==> config.mk <==
export PLATFORM = sky130hd
export DESIGN_NAME = status_flag_register
export DESIGN_NICKNAME = d
export VERILOG_FILES = /design/src/rtl/status_flag_register.sv
export SDC_FILE = /design/constraint.sdc
export NUM_CORES = 1
export LEC_CHECK = 0
export CAP_MARGIN = 20
export CORE_UTILIZATION = 43
export DETAILED_ROUTE_END_ITERATION = 8
export PLACE_DENSITY = 0.8
export REMOVE_ABC_BUFFERS = 1
export SLEW_MARGIN = 20
export SYNTH_ARGS = -nofsm -noshare
export SYNTH_HDL_FRONTEND = slang
export SYNTH_SLANG_ARGS = --single-unit
==> constraint.sdc <==
create_clock -name i_clk -period 2.7 [get_ports i_clk]
set_input_delay 0.81 -clock i_clk [delete_from_list [all_inputs] [get_ports i_clk]]
set_output_delay 0.81 -clock i_clk [all_outputs]
set_load 0.005 [all_outputs]
==> src/rtl/status_flag_register.sv <==
// N/Z/C/V status flag register with per-flag write enables, a one-deep shadow copy
// for exception save/restore, and a registered condition-code evaluator.
module status_flag_register #(
    parameter logic [3:0] RESET_FLAGS = 4'b0000,
    parameter bit         SHADOW_EN   = 1'b1
) (
    input  logic       i_clk,
    input  logic       i_rst,
    input  logic       i_alu_n,
    input  logic       i_alu_z,
    input  logic       i_alu_c,
    input  logic       i_alu_v,
    input  logic       i_n_write,
    input  logic       i_z_write,
    input  logic       i_c_write,
    input  logic       i_v_write,
    input  logic       i_save,
    input  logic       i_restore,
    input  logic       i_cond_req,
    input  logic [3:0] i_cond_code,
    output logic [3:0] o_flags,
    output logic [3:0] o_shadow_flags,
    output logic       o_cond_valid,
    output logic       o_cond_true
);

    logic [3:0] r_flags;
    logic [3:0] r_shadow;
    logic       r_cond_valid;
    logic       r_cond_true;

    logic [3:0] w_alu;
    logic [3:0] w_write_en;
    logic [3:0] w_next_flags;
    logic       w_save;
    logic       w_restore;
    logic       w_cond;
    logic       w_n;
    logic       w_z;
    logic       w_c;
    logic       w_v;

    assign w_alu      = {i_alu_n, i_alu_z, i_alu_c, i_alu_v};
    assign w_write_en = {i_n_write, i_z_write, i_c_write, i_v_write};
    assign w_save     = SHADOW_EN && i_save;
    assign w_restore  = SHADOW_EN && i_restore;

    // Restore takes priority over any ALU flag writes in the same cycle.
    always_comb begin
        w_next_flags = r_flags;
        for (int i = 0; i < 4; i++) begin
            if (w_write_en[i]) begin
                w_next_flags[i] = w_alu[i];
            end
        end
        if (w_restore) begin
            w_next_flags = r_shadow;
        end
    end

    always_ff @(posedge i_clk) begin
        if (i_rst) begin
            r_flags <= RESET_FLAGS;
        end else begin
            r_flags <= w_next_flags;
        end
    end

    generate
        if (SHADOW_EN) begin : g_shadow
            // Save captures the pre-edge flags, so save+restore together swaps them.
            always_ff @(posedge i_clk) begin
                if (i_rst) begin
                    r_shadow <= RESET_FLAGS;
                end else if (w_save) begin
                    r_shadow <= r_flags;
                end
            end
        end else begin : g_no_shadow
            always_ff @(posedge i_clk) begin
                r_shadow <= 4'b0000;
            end
        end
    endgenerate

    assign w_n = r_flags[3];
    assign w_z = r_flags[2];
    assign w_c = r_flags[1];
    assign w_v = r_flags[0];

    // Evaluated against held flags only; same-cycle writes are deliberately not bypassed.
    always_comb begin
        w_cond = 1'b0;
        case (i_cond_code)
            4'h0: w_cond = w_z;
            4'h1: w_cond = !w_z;
            4'h2: w_cond = w_c;
            4'h3: w_cond = !w_c;
            4'h4: w_cond = w_n;
            4'h5: w_cond = !w_n;
            4'h6: w_cond = w_v;
            4'h7: w_cond = !w_v;
            4'h8: w_cond = w_c && !w_z;
            4'h9: w_cond = !w_c || w_z;
            4'hA: w_cond = (w_n == w_v);
            4'hB: w_cond = (w_n != w_v);
            4'hC: w_cond = !w_z && (w_n == w_v);
            4'hD: w_cond = w_z || (w_n != w_v);
            4'hE: w_cond = 1'b1;
            default: w_cond = 1'b0;
        endcase
    end

    always_ff @(posedge i_clk) begin
        if (i_rst) begin
            r_cond_valid <= 1'b0;
            r_cond_true  <= 1'b0;
        end else begin
            r_cond_valid <= i_cond_req;
            if (i_cond_req) begin
                r_cond_true <= w_cond;
            end
        end
    end

    assign o_flags        = r_flags;
    assign o_shadow_flags = r_shadow;
    assign o_cond_valid   = r_cond_valid;
    assign o_cond_true    = r_cond_true;

endmodule

==> flow_summary.toml <==
[outcome]
status = "finished, final reports clean"

[floorplan]
die_h_um = 39.8
io-pin-count = 27
initial_core_util = 0.467
die_x_um = 39.8
rows = 13
die-area_um2 = 1590
core_um2 = 1320

[critical_path]
worstPathRequired_ps = 2900
cp_slowest_stage_delay_ps = 620
r2r_end = "o_cond_true"
r2r_slack_ps = 1270
start_kind = "input pin"
endpoint_kind = "register"
cp_top_family = "simple AND/OR/NAND/NOR gates"
r2r-start = "o_flags[0]"
worstSetupPathType = "in2reg"
crit_path_top_delay_cell = "clkdlybuf4s50_1"
path_cells = "clkdlybuf4s50_1 -> or4_1 -> and4_4 -> a31oi_1"
cp_num_buf_inv = 1
path_max_fanout = 12
rr_worst_depth = 4
crit_arrival_ps = 2350

[logic_synthesis]
syn-instance-count = 76
synthArstFlopShare = 0
ys_seq_area_frac = 0.325
synth_xor_area_frac = 0.0427
synth-seq-cells = 10
synth_compound_area_frac = 0.124
yosysWarningCount = 0
synth.distinct_cells = 30
synth_top_area_cell = "dfxtp_1"
synthTopCellsByArea = "dfxtp_1, mux2i_1, nor2_1"
syn_area_um2 = 616
synthMuxAreaShare = 0.146
synth_adder_area_share = 0
synth_top_area_frac = 0.325
syn_avg_cell_area_um2 = 8.10
synth_top_family_by_area = "simple AND/OR/NAND/NOR gates"
synth_edf_count = 0
synthFlopType = "dfxtp_1"
yosys.area_share.simple = 0.274

[sta]
relSlewSlack = 0.726
finClkSkew_ps = 4.03
setup_slack_ps = 544
setup_viol = 0
rsz0062_at_grt = "false"
setup_tns_ps = 0
fmax_mhz = 464
hold_violations = 0
worstMarginPinSlew_ps = 409
timing.final.max_slew_violations = 0
finalCriticalPeriod_ps = 2160
period_share = 0.798

[power_and_ir_drop]
p_comb_frac = 0.206
pwr-share-seq = 0.426
internal-power_w = 0.000282
swShare = 0.246
power_density_nw_per_um2 = 421
vdd.ir_drop.worst_v = 0.000213
pwr-share-clk = 0.369
switchingPower_w = 0.0000921
p_leak_nw = 0.359

[min_path]
hold_end = "o_flags[1]"
hold_path_class = "reg2reg"
min_path_cells = 2
hp-start = "o_shadow_flags[1]"

[cells_and_area]
drive_gt1_frac = 0.0606
final_cell_area_um2 = 888
antenna_cells = 0
final_common_cell = "clkdlybuf4s50_1"
fin_nets = 117
final_cell_mix = "clkdlybuf4s50_1, nor2_1, dfxtp_1"
synthToLayoutAreaGrowth_pct = 44.3
n_fill_cell = 116

[global_routing]
grt_usage = 0.199
grt_max_degree = 13
grt_pass1_vias = 509
grt_overflow = 0
antenna_found_initial = 0
grt_pass1_wl_um = 2060

[clocking]
cts_hold_buf = 0
cts_buffers = 3
root_buffer = "clkbuf_4"
max-clock-path-buffers = 2
clkSinkCount = 10
h-tree-depth = 1
cts_setup_buffers = 0
cts_tree = "yes"
clk_pin_slew_ps = 70
clk_latency_ps = 270
ctsResizeCount = 0

[drt]
route.detailed.drc = 0
dr.pass1.iters = 4
drt_wl_total_um = 1350
vias_per_cell = 5.37
first_iter_violations = 9
ant_nets = 0
wl_per_cell_um = 11.9
vias = 612

[placed_design]
globalplace.congestion = 0.713
hpwl_um = 993
io_buffers = 26
dp_slack_ps = 252
placed_area_um2 = 852

[job]
cap_violations = 0
## stage by stage
stage          cells  hold slack, ps   util  power, W
2_1_floorplan     69             500      -  0.000189
4_1_cts          114             516  0.674  0.000376
5_1_grt          114             542  0.674  0.000394
3_3_place_gp     110             490  0.647  0.000237
3_5_place_dp     110             498  0.647  0.000239
6_report         114             517  0.674  0.000374
## worst max-delay path by stage
stage	slack (ps)	cells past startpoint	end	startpoint
floorplan	1000	3	o_cond_true	i_cond_code[1]
global placement	330	4	o_cond_true	i_cond_code[0]
detailed placement	250	4	o_cond_true	i_cond_code[0]
CTS	540	4	o_cond_true	i_cond_code[0]
global route	460	5	o_cond_true	i_cond_code[0]
finish	540	4	o_cond_true	i_cond_code[0]
## routing by layer
layer | share of wire | track usage | up-vias
met5 | 0 | 0 | -
met4 | 0.0074 | 0.0776 | 0
met3 | 0.049 | 0.0511 | 2
met2 | 0.45 | 0.320 | 21
met1 | 0.49 | 0.249 | 278
li1 | - | - | 311
## worst register-to-register path, stage by stage, from the launching register on
cell      delay (ps)
dfxtp_1          490
xor2_1           230
o221ai_1         150
o311ai_0         300
a31oi_1          130
## cell families (layout without fill, tap and decap cells)
group,after synthesis,in the layout
AO/OA/AOI/OAI,12,12
XOR/XNOR,3,3
buffers and inverters,10,33
flip-flops,10,10
multiplexers,9,9
AND/OR/NAND/NOR,32,32
## power groups by stage
| stage | logic, W | clock network [W] | registers, W |
|---|---|---|---|
| 2_1_floorplan | 0.0000276 | 0 | 0.000162 |
| 3_3_place_gp | 0.0000750 | 0 | 0.000162 |
| 3_5_place_dp | 0.0000768 | 0 | 0.000162 |
| 4_1_cts | 0.0000771 | 0.000140 | 0.000159 |
| 5_1_grt | 0.0000839 | 0.000150 | 0.000160 |
| 6_report | 0.0000768 | 0.000138 | 0.000159 |
## flip-flops by register name (all words and copies together) (netlist names)
name and flops:
o_cond_valid 1, o_cond_true 1, o_shadow_flags 4, o_flags 4
## Yosys cell counts, types with 2 or more instances
master,instances
nor2_1,19
dfxtp_1,10
mux2i_1,9
a21oi_1,5
clkbuf_1,3
inv_1,3
buf_4,2
o21ai_0,2
xor2_1,2
## layout make-up
class	instances	area [µm²]	share of cell area
multi-input cells	56	362	0.407
repair buffers	26	260	0.293
flip-flops and latches	10	200	0.225
clock buffers	4	36.3	0.0408
well taps	15	18.8	0.0211
inverters	3	11.3	0.0127
Note: power is estimated with default switching activity, not from simulation.
